--- src/rtl/ser_link_pkg.sv ---
// Shared constants and types for the serial link receive path.
// Frame layout: start, A (MSB first), separator, D (MSB first), separator, stop.
package ser_link_pkg;

    localparam int unsigned SIZE_A    = 7;
    localparam int unsigned SIZE_D    = 8;
    localparam int unsigned FRAME_LEN = SIZE_A + SIZE_D + 4;
    localparam int unsigned CNT_W     = $clog2(FRAME_LEN);

    typedef logic [CNT_W-1:0] bit_cnt_t;

    localparam bit_cnt_t START_POS = bit_cnt_t'(0);
    localparam bit_cnt_t SEP1_POS  = bit_cnt_t'(SIZE_A + 1);
    localparam bit_cnt_t SEP2_POS  = bit_cnt_t'(SIZE_A + SIZE_D + 2);
    localparam bit_cnt_t STOP_POS  = bit_cnt_t'(FRAME_LEN - 1);

    typedef enum logic [1:0] {IDLE, RECV, DONE} rx_state_t;

endpackage

--- src/rtl/serial_frame_receiver_if.sv ---
// Valid/ready output bus carrying one recovered A/D frame to the consumer.
interface serial_frame_receiver_if
    import ser_link_pkg::*;
();

    logic [SIZE_A-1:0] A_out;
    logic [SIZE_D-1:0] D_out;
    logic              Valid;
    logic              Ready;

    modport master (output A_out, output D_out, output Valid, input Ready);
    modport slave  (input A_out, input D_out, input Valid, output Ready);

endinterface

--- src/rtl/ser_edge_sync.sv ---
// Synchronises the link clock/data lines into clk_in and flags falling edges
// of the link clock together with the data bit to sample on that edge.
module ser_edge_sync #(
    parameter int unsigned SYNC_STAGES = 2
) (
    input  logic clk_in,
    input  logic reset,
    input  logic ser_c,
    input  logic ser_d,
    output logic fall,
    output logic data_bit
);

    if (SYNC_STAGES < 2) begin : g_bad_sync
        $error("SYNC_STAGES must be at least 2");
    end

    logic [SYNC_STAGES-1:0] c_sync_q;
    logic [SYNC_STAGES-1:0] d_sync_q;
    logic                   c_prev_q;

    // Reset to the idle-high level so leaving reset never fakes an edge.
    always_ff @(posedge clk_in) begin
        if (reset) begin
            c_sync_q <= '1;
            d_sync_q <= '1;
            c_prev_q <= 1'b1;
        end else begin
            c_sync_q <= {c_sync_q[SYNC_STAGES-2:0], ser_c};
            d_sync_q <= {d_sync_q[SYNC_STAGES-2:0], ser_d};
            c_prev_q <= c_sync_q[SYNC_STAGES-1];
        end
    end

    assign fall     = c_prev_q & ~c_sync_q[SYNC_STAGES-1];
    assign data_bit = d_sync_q[SYNC_STAGES-1];

endmodule

--- src/rtl/serial_frame_receiver.sv ---
// Rebuilds A/D words from 19-bit serial link frames and hands them off through
// a one-entry valid/ready register. Define SER_RX_TIMEOUT_EN to abort stalled frames.
module serial_frame_receiver
    import ser_link_pkg::*;
#(
    parameter int unsigned SYNC_STAGES = 2,
    parameter int unsigned TIMEOUT     = 64
) (
    input  logic                     clk_in,
    input  logic                     reset,
    input  logic                     SerC,
    input  logic                     SerD,
    serial_frame_receiver_if.master  rx_bus,
    output logic                     FrameErr,
    output logic                     Overrun,
    output logic                     Busy
);

    if (TIMEOUT < 2) begin : g_bad_timeout
        $error("TIMEOUT must be at least 2");
    end

    logic fall;
    logic data_bit;

    ser_edge_sync #(
        .SYNC_STAGES (SYNC_STAGES)
    ) u_edge_sync (
        .clk_in   (clk_in),
        .reset    (reset),
        .ser_c    (SerC),
        .ser_d    (SerD),
        .fall     (fall),
        .data_bit (data_bit)
    );

    rx_state_t         state_q;
    bit_cnt_t          bit_cnt_q;
    logic [SIZE_A-1:0] a_sh_q;
    logic [SIZE_D-1:0] d_sh_q;
    logic [SIZE_A-1:0] a_q;
    logic [SIZE_D-1:0] d_q;
    logic              valid_q;
    logic              frame_err_q;
    logic              overrun_q;
    logic              busy_q;

`ifdef SER_RX_TIMEOUT_EN
    localparam int unsigned IDLE_W = $clog2(TIMEOUT);
    logic [IDLE_W-1:0] idle_q;
`endif

    always_ff @(posedge clk_in) begin
        if (reset) begin
            state_q     <= IDLE;
            bit_cnt_q   <= '0;
            a_sh_q      <= '0;
            d_sh_q      <= '0;
            a_q         <= '0;
            d_q         <= '0;
            valid_q     <= 1'b0;
            frame_err_q <= 1'b0;
            overrun_q   <= 1'b0;
            busy_q      <= 1'b0;
`ifdef SER_RX_TIMEOUT_EN
            idle_q      <= '0;
`endif
        end else begin
            frame_err_q <= 1'b0;
            overrun_q   <= 1'b0;
            if (valid_q && rx_bus.Ready) valid_q <= 1'b0;

            case (state_q)
                IDLE: begin
                    if (fall && !data_bit) begin
                        state_q   <= RECV;
                        bit_cnt_q <= bit_cnt_t'(1);
                        busy_q    <= 1'b1;
`ifdef SER_RX_TIMEOUT_EN
                        idle_q    <= '0;
`endif
                    end
                end
                RECV: begin
                    if (fall) begin
`ifdef SER_RX_TIMEOUT_EN
                        idle_q <= '0;
`endif
                        if (bit_cnt_q == STOP_POS) begin
                            bit_cnt_q <= '0;
                            if (!data_bit) begin
                                state_q <= DONE;
                            end else begin
                                frame_err_q <= 1'b1;
                                state_q     <= IDLE;
                                busy_q      <= 1'b0;
                            end
                        end else begin
                            // Separator positions fall through both ranges and are dropped.
                            if (bit_cnt_q > START_POS && bit_cnt_q < SEP1_POS)
                                a_sh_q <= {a_sh_q[SIZE_A-2:0], data_bit};
                            if (bit_cnt_q > SEP1_POS && bit_cnt_q < SEP2_POS)
                                d_sh_q <= {d_sh_q[SIZE_D-2:0], data_bit};
                            bit_cnt_q <= bit_cnt_q + bit_cnt_t'(1);
                        end
                    end
`ifdef SER_RX_TIMEOUT_EN
                    else if (idle_q == IDLE_W'(TIMEOUT - 1)) begin
                        frame_err_q <= 1'b1;
                        state_q     <= IDLE;
                        busy_q      <= 1'b0;
                        bit_cnt_q   <= '0;
                    end else begin
                        idle_q <= idle_q + IDLE_W'(1);
                    end
`endif
                end
                DONE: begin
                    state_q <= IDLE;
                    busy_q  <= 1'b0;
                    // A consumer taking the held frame this cycle frees the slot.
                    if (!valid_q || rx_bus.Ready) begin
                        a_q     <= a_sh_q;
                        d_q     <= d_sh_q;
                        valid_q <= 1'b1;
                    end else begin
                        overrun_q <= 1'b1;
                    end
                end
                default: begin
                    state_q <= IDLE;
                    busy_q  <= 1'b0;
                end
            endcase
        end
    end

    assign rx_bus.A_out = a_q;
    assign rx_bus.D_out = d_q;
    assign rx_bus.Valid = valid_q;
    assign FrameErr     = frame_err_q;
    assign Overrun      = overrun_q;
    assign Busy         = busy_q;

endmodule

--- src/flat_wrapper.sv ---
// flat-port wrapper written by rule: the top's interface ports become plain ports
module serial_frame_receiver_flat import ser_link_pkg::*;
#(
    parameter int unsigned SYNC_STAGES = 2,
    parameter int unsigned TIMEOUT     = 64
)
  (clk_in, reset, SerC, SerD, FrameErr, Overrun, Busy, rx_bus_A_out, rx_bus_D_out, rx_bus_Valid, rx_bus_Ready);
  serial_frame_receiver_if rx_bus_i ();
  input  logic clk_in;
  input  logic reset;
  input  logic SerC;
  input  logic SerD;
  output logic FrameErr;
  output logic Overrun;
  output logic Busy;
  output wire logic [$bits(rx_bus_i.A_out)-1:0] rx_bus_A_out;
  output wire logic [$bits(rx_bus_i.D_out)-1:0] rx_bus_D_out;
  output wire logic [$bits(rx_bus_i.Valid)-1:0] rx_bus_Valid;
  input wire logic [$bits(rx_bus_i.Ready)-1:0] rx_bus_Ready;
  assign rx_bus_A_out = rx_bus_i.A_out;
  assign rx_bus_D_out = rx_bus_i.D_out;
  assign rx_bus_Valid = rx_bus_i.Valid;
  assign rx_bus_i.Ready = rx_bus_Ready;
  serial_frame_receiver #(.SYNC_STAGES(SYNC_STAGES), .TIMEOUT(TIMEOUT)) u_core (.clk_in(clk_in), .reset(reset), .SerC(SerC), .SerD(SerD), .rx_bus(rx_bus_i), .FrameErr(FrameErr), .Overrun(Overrun), .Busy(Busy));
endmodule
--- config.mk ---
export PLATFORM = sky130hd
export DESIGN_NAME = serial_frame_receiver_flat
export DESIGN_NICKNAME = d
export VERILOG_FILES = /design/src/rtl/ser_link_pkg.sv /design/src/rtl/serial_frame_receiver_if.sv /design/src/rtl/ser_edge_sync.sv /design/src/rtl/serial_frame_receiver.sv /design/src/flat_wrapper.sv
export SDC_FILE = /design/constraint.sdc
export NUM_CORES = 1
export LEC_CHECK = 0
export CORE_ASPECT_RATIO = 2
export CORE_MARGIN = 3
export CORE_UTILIZATION = 40
export DETAILED_ROUTE_END_ITERATION = 8
export PLACE_DENSITY = 0.66
export SLEW_MARGIN = 20
export SYNTH_ARGS = -nofsm -noshare
export SYNTH_HDL_FRONTEND = slang
export SYNTH_HIERARCHICAL = 1
export SYNTH_SLANG_ARGS = --single-unit
--- constraint.sdc ---
create_clock -name clk_in -period 2.2 [get_ports clk_in]
set_clock_uncertainty 0.2 [all_clocks]
set_input_delay 0.44 -clock clk_in [delete_from_list [all_inputs] [get_ports clk_in]]
set_output_delay 0.44 -clock clk_in [all_outputs]
set_load 0.01 [all_outputs]
==> results.sh, run 1 <==
export IMPL_status="completed"
export IMPL_rsz0062_at_grt="false"
export IMPL_synthMostInstantiatedCell="dfxtp_1"
export IMPL_wire_per_inst_um=12.90
export IMPL_vias=1384
export IMPL_antenna_found_initial=0
export IMPL_busiest_layer="met2"
export IMPL_r2r_end="u_core/d_sh_q[1]$_SDFFE_PP0P_"
export IMPL_cts_tree="built"
export IMPL_cts_buffer_depth=2
export IMPL_ir_worst_vdd_v=0.0004923
export IMPL_whs_ns=0.2158
export IMPL_met2_usage_pct=26.11
export IMPL_p_leak_nw=0.7583
export IMPL_crit_start="u_core/bit_cnt_q[1]$_SDFFE_PP0P_"
export IMPL_max_slew_margin_pct=68.90
export IMPL_yosysTopAreaCell="dfxtp_1"
export IMPL_syn_area_um2=1794
export IMPL_synth_edff_count=0
export IMPL_ctsHtreeMaxLevel=2
export IMPL_fin_nets=229
export IMPL_synth_avg_cell_area_um2=9.249
export IMPL_clk_pin_slew_ns=0.09
export IMPL_ys_warn_count=6
export IMPL_die_area_um2=5374
export IMPL_hold_buffers=0
export IMPL_power_total_w=0.001488
export IMPL_numClockSinks=46
export IMPL_startpoint_type="flip-flop"
export IMPL_crit_chain="inv_1 -> ha_1 -> nor2b_1 -> nor3b_1 -> o21a_1 -> mux2i_1"
export IMPL_crit_buf_inv=1
export IMPL_cap_violations=0
export IMPL_ys_types=31
export IMPL_antenna_cells=0
export IMPL_slowest_stage="dfxtp_1"
export IMPL_cts_root_buf="clkbuf_8"
export IMPL_ys_flop_type="dfxtp_1"
export IMPL_area_delta_synth_final_pct=23.08
export IMPL_viasPerCell=5.051
export IMPL_cts_buffers=5
export IMPL_fmax_mhz=515.0
export IMPL_start_util_pct=42.60
export IMPL_critPathTopFamily="simple AND/OR/NAND/NOR gates"
export IMPL_hp_start="u_core/u_edge_sync/c_sync_q[0]$_SDFF_PP1_"
export IMPL_hold_end="u_core/u_edge_sync/c_sync_q[1]$_SDFF_PP1_"
export IMPL_gr_usage_met1_pct=17.20
export IMPL_ys_seq_elements=46
export IMPL_postCtsSetupBuffers=0
export IMPL_tns_ns=0
export IMPL_grt_pass1_vias=1374
export IMPL_insertion_delay_ns=0.30
export IMPL_worst_hold_path_num_cells=1
export IMPL_tightest_slew_ns=0.4616
export IMPL_globalRoute_totalOverflow=0
export IMPL_firstDrtPassIters=4
export IMPL_rows=33
export IMPL_path_class="reg2reg"
export IMPL_cp_required_ns=2.23
export IMPL_rr_worst_depth=6
export IMPL_drc=0
export IMPL_antenna_left=0
export IMPL_reg2reg_from="u_core/bit_cnt_q[1]$_SDFFE_PP0P_"
export IMPL_die_h_um=100.7
export IMPL_drive_above_1_share_pct=8.108
export IMPL_die_w_um=53.36
export IMPL_grt_pass1_wl_um=6175
export IMPL_async_reset_ff_share_pct=0
export IMPL_grt_start_max_net_pins=47
export IMPL_grtUsageMet3_pct=2.815
export IMPL_worst_path_largest_cell_delay_ns=0.41
export IMPL_grt_usage_pct=15.20
export IMPL_ys_seq_area_share_pct=51.32
export IMPL_port_buffers=23
export IMPL_period_needed_ns=1.942
export IMPL_drt_total_wl_um=3535
export IMPL_core_um2=4212
export IMPL_syn_inst=194
export IMPL_synth_nets=202
export IMPL_cp_max_fo=6
export IMPL_critical_path_arrival_ns=1.97
export IMPL_hold_class="reg2reg"
export IMPL_dp_hpwl_um=2481
export IMPL_ys_top_cells_by_area="dfxtp_1, mux2i_1, nand2_1, a21oi_1, nand2b_1"
export IMPL_timing_final_ws_setup_ns=0.2581
export IMPL_power_density_nw_per_um2=673.8
export IMPL_r2r_slack_ns=0.26
export IMPL_setup_viol=0
export IMPL_synth_common_cells="dfxtp_1, nand2_1, a21oi_1"
export IMPL_cts_resized=0
export IMPL_drtIter0Drc=23
export IMPL_ios=24
export IMPL_place_ws_ns=0.2732
export IMPL_final_max_slew_viol_count=0
export IMPL_gp_congestion=0.8056
export IMPL_cp_end_kind="flip-flop"
export IMPL_finalCritPeriodShare_pct=88.27
export IMPL_final_hold_violation_count=0
export IMPL_synth_top_area_share_pct=51.32
state kept, by name, indices dropped and copies added (netlist names):
name,cells
u_core/bit_cnt_q,5
u_core/Overrun,1
u_core/d_sh_q,8
u_core/rx_bus.A_out,7
u_core/rx_bus.D_out,8
u_core/a_sh_q,7
u_core/rx_bus.Valid,1
u_core/FrameErr,1
u_core/Busy,1
u_core/u_edge_sync/c_sync_q,2
u_core/u_edge_sync/c_prev_q,1
u_core/state_q,2
u_core/u_edge_sync/d_sync_q,2
metrics by stage:
stage	util [%]	area, µm²	cells
3_3_place_gp	49.85	2100	266
4_1_cts	52.44	2208	274
3_5_place_dp	49.85	2100	266
2_1_floorplan	-	1794	194
6_report	52.44	2208	274
5_1_grt	52.44	2208	274
routing by layer:
| metal | up-vias | routed length [µm] |
|---|---|---|
| met5 | - | 0 |
| met3 | 7 | 98 |
| li1 | 708 | - |
| met4 | 0 | 95 |
| met2 | 19 | 1901 |
| met1 | 650 | 1440 |
cell usage in the layout (no fill, tap or decap), drive strengths merged, types with 6 or more instances in the layout:
cell	Yosys	final
nand2	33	33
nand2b	11	11
nor2	9	9
nor3	6	6
inv	8	8
dfxtp	46	46
clkdlybuf4s50	0	23
buf	4	6
nand3	7	7
a21oi	24	24
mux2i	15	15
worst max-delay path by stage:
stage / cells after the start / endpoint
CTS: 6 / u_core/d_sh_q[1]$_SDFFE_PP0P_
finish: 6 / u_core/d_sh_q[1]$_SDFFE_PP0P_
global placement: 6 / u_core/rx_bus.D_out[3]$_SDFFE_PP0P_
global route: 6 / u_core/d_sh_q[1]$_SDFFE_PP0P_
detailed placement: 6 / u_core/d_sh_q[1]$_SDFFE_PP0P_
floorplan: 6 / u_core/a_sh_q[0]$_SDFFE_PP0P_
power by group:
part,total (W),internal [W],switching [W]
clock,0.000613,0.000334,0.000278
sequential,0.000839,0.000836,0.00000251
combinational,0.0000364,0.0000178,0.0000186
total,0.00149,0.00119,0.000300
kinds of logic after synthesis:
group	after synthesis	share of synthesized area (%)
and+or+nand+nor	82	24.48
adders and majority gates	3	2.092
muxes	15	8.368
buffers and inverters	17	4.324
AOI/OAI and AO/OA	31	9.415
DFF	46	51.32
final cells by class:
class / instances / area, µm²
inverter: 8 / 30.03
fill: 422 / 2003
timing repair buffer: 29 / 287.8
tap: 52 / 65.06
clock inverter: 3 / 40.04
clock buffer: 5 / 68.82
multi-input combinational: 131 / 795.8
sequential: 46 / 920.9
(Power assumes the default switching activity.)
==> run 2: changes to the inputs <==
--- a/config.mk
+++ b/config.mk
@@ -7,10 +7,10 @@
 export LEC_CHECK = 0
 export CORE_ASPECT_RATIO = 2
 export CORE_MARGIN = 3
-export CORE_UTILIZATION = 40
+export CORE_UTILIZATION = 53
 export DETAILED_ROUTE_END_ITERATION = 8
-export PLACE_DENSITY = 0.66
-export SLEW_MARGIN = 20
+export PLACE_DENSITY = 0.82
+export SLEW_MARGIN = 10
 export SYNTH_ARGS = -nofsm -noshare
 export SYNTH_HDL_FRONTEND = slang
 export SYNTH_HIERARCHICAL = 1
==> results.sh, run 2 (same netlist as run 1, synthesis figures left out) <==
export IMPL_port_buffers=23
export IMPL_cts_buffers=5
export IMPL_area_delta_synth_final_pct=22.80
export IMPL_grt_pass1_vias=1393
export IMPL_antenna_left=0
export IMPL_antenna_cells=0
export IMPL_fin_area_um2=2203
export IMPL_numClockSinks=46
export IMPL_cts_tree="built"
export IMPL_grt_pass1_wl_um=6285
export IMPL_layout_commonest_cell="dfxtp_1"
export IMPL_hold_buffers=0
export IMPL_placed_area_um2=2066
export IMPL_rsz0062_at_grt="false"
export IMPL_fin_nets=228
export IMPL_dp_hpwl_um=2587
export IMPL_fmax_mhz=499.0
export IMPL_cap_violations=0
export IMPL_final_max_slew_viol_count=0
export IMPL_insertion_delay_ns=0.30
export IMPL_status="completed"
export IMPL_final_hold_violation_count=0
export IMPL_tns_ns=0
export IMPL_firstDrtPassIters=4
export IMPL_globalRoute_totalOverflow=0
export IMPL_antenna_found_initial=0
export IMPL_critical_path_arrival_ns=2.03
export IMPL_path_class="reg2reg"
export IMPL_final_cell_mix="dfxtp_1, nand2_1, a21oi_1, clkdlybuf4s50_1, mux2i_1"
export IMPL_cp_end_kind="flip-flop"
export IMPL_grt_start_max_net_pins=47
export IMPL_hold_class="reg2reg"
export IMPL_cts_buffer_depth=2
export IMPL_drc=0
export IMPL_max_slew_margin_pct=65.61
export IMPL_die_w_um=47.14
export IMPL_clk_pin_slew_ns=0.09
export IMPL_rows=29
export IMPL_grt_usage_pct=21.12
export IMPL_startpoint_type="flip-flop"
export IMPL_p_leak_nw=0.7645
export IMPL_cp_required_ns=2.23
export IMPL_postCtsSetupBuffers=0
export IMPL_die_area_um2=4162
export IMPL_die_h_um=88.28
export IMPL_drive_above_1_share_pct=7.692
export IMPL_whs_ns=0.2196
export IMPL_ios=24
export IMPL_setup_viol=0
export IMPL_ctsHtreeMaxLevel=2
export IMPL_core_um2=3193
export IMPL_drtIter0Drc=42
export IMPL_reg2reg_from="u_core/bit_cnt_q[0]$_SDFFE_PP0P_"
export IMPL_cp_max_fo=6
export IMPL_cts_resized=0
export IMPL_period_needed_ns=2.004
export IMPL_viasPerCell=5.508
export IMPL_power_total_w=0.001627
export IMPL_hp_start="u_core/u_edge_sync/c_sync_q[0]$_SDFF_PP1_"
export IMPL_tightest_slew_ns=0.5136
export IMPL_fillers=272
export IMPL_cts_root_buf="clkbuf_8"
export IMPL_ir_worst_vdd_v=0.0006857
export IMPL_power_density_nw_per_um2=738.4
export IMPL_crit_start="u_core/bit_cnt_q[0]$_SDFFE_PP0P_"
export IMPL_gp_congestion=0.9188
export IMPL_vias=1388
export IMPL_wire_per_inst_um=14.94
export IMPL_start_util_pct=56.19
export IMPL_final_util_pct=69.00
export IMPL_drt_total_wl_um=3766
export IMPL_finalCritPeriodShare_pct=91.10
==> run 2: worst paths after layout <==
path	end	depth (start not counted)	slack, ns
worst min register to register	u_core/u_edge_sync/c_sync_q[1]$_SDFF_PP1_	1	0.22
worst max register to register	u_core/d_sh_q[6]$_SDFFE_PP0P_	6	0.20
worst max-delay path	u_core/d_sh_q[6]$_SDFFE_PP0P_	6	0.20
worst min-delay path	u_core/u_edge_sync/c_sync_q[1]$_SDFF_PP1_	1	0.22
==> run 2: critical path: stages, from the launching register on <==
cell and delay [ns]:
dfxtp_1 0.37, inv_1 0.10, ha_1 0.21, nor2b_1 0.16, nor3b_1 0.27, o21a_1 0.38, mux2i_1 0.23
==> run 2: cell type report <==
class	count	area [µm²]	area share, %
clock inverter	3	68.82	3.123
sequential	46	920.9	41.79
clock buffer	5	68.82	3.123
timing repair buffer	28	280.3	12.72
multi-input combinational	131	795.8	36.12
inverter	8	30.03	1.363
tap	31	38.79	1.760
==> run 2: power breakdown <==
part	internal, W	total (W)	switching, W
registers	0.000836	0.000839	0.00000257
logic	0.0000175	0.0000362	0.0000186
clock network	0.000455	0.000752	0.000297
total	0.00131	0.00163	0.000318
==> run 2: layer usage <==
metal / track usage [%] / up-vias / wire [µm]
met2: 35.56 / 22 / 2047
met3: 4.888 / 11 / 115
met1: 23.02 / 655 / 1485
li1: - / 700 / -
met4: 11.84 / 0 / 118
met5: 0 / - / 0
==> run 2: through the flow <==
stage | setup slack [ns] | cells
floorplan | 0.3810 | 194
global placement | 0.3325 | 244
CTS | 0.1245 | 252
finish | 0.1958 | 252
global route | 0.01446 | 252
detailed placement | 0.2406 | 244
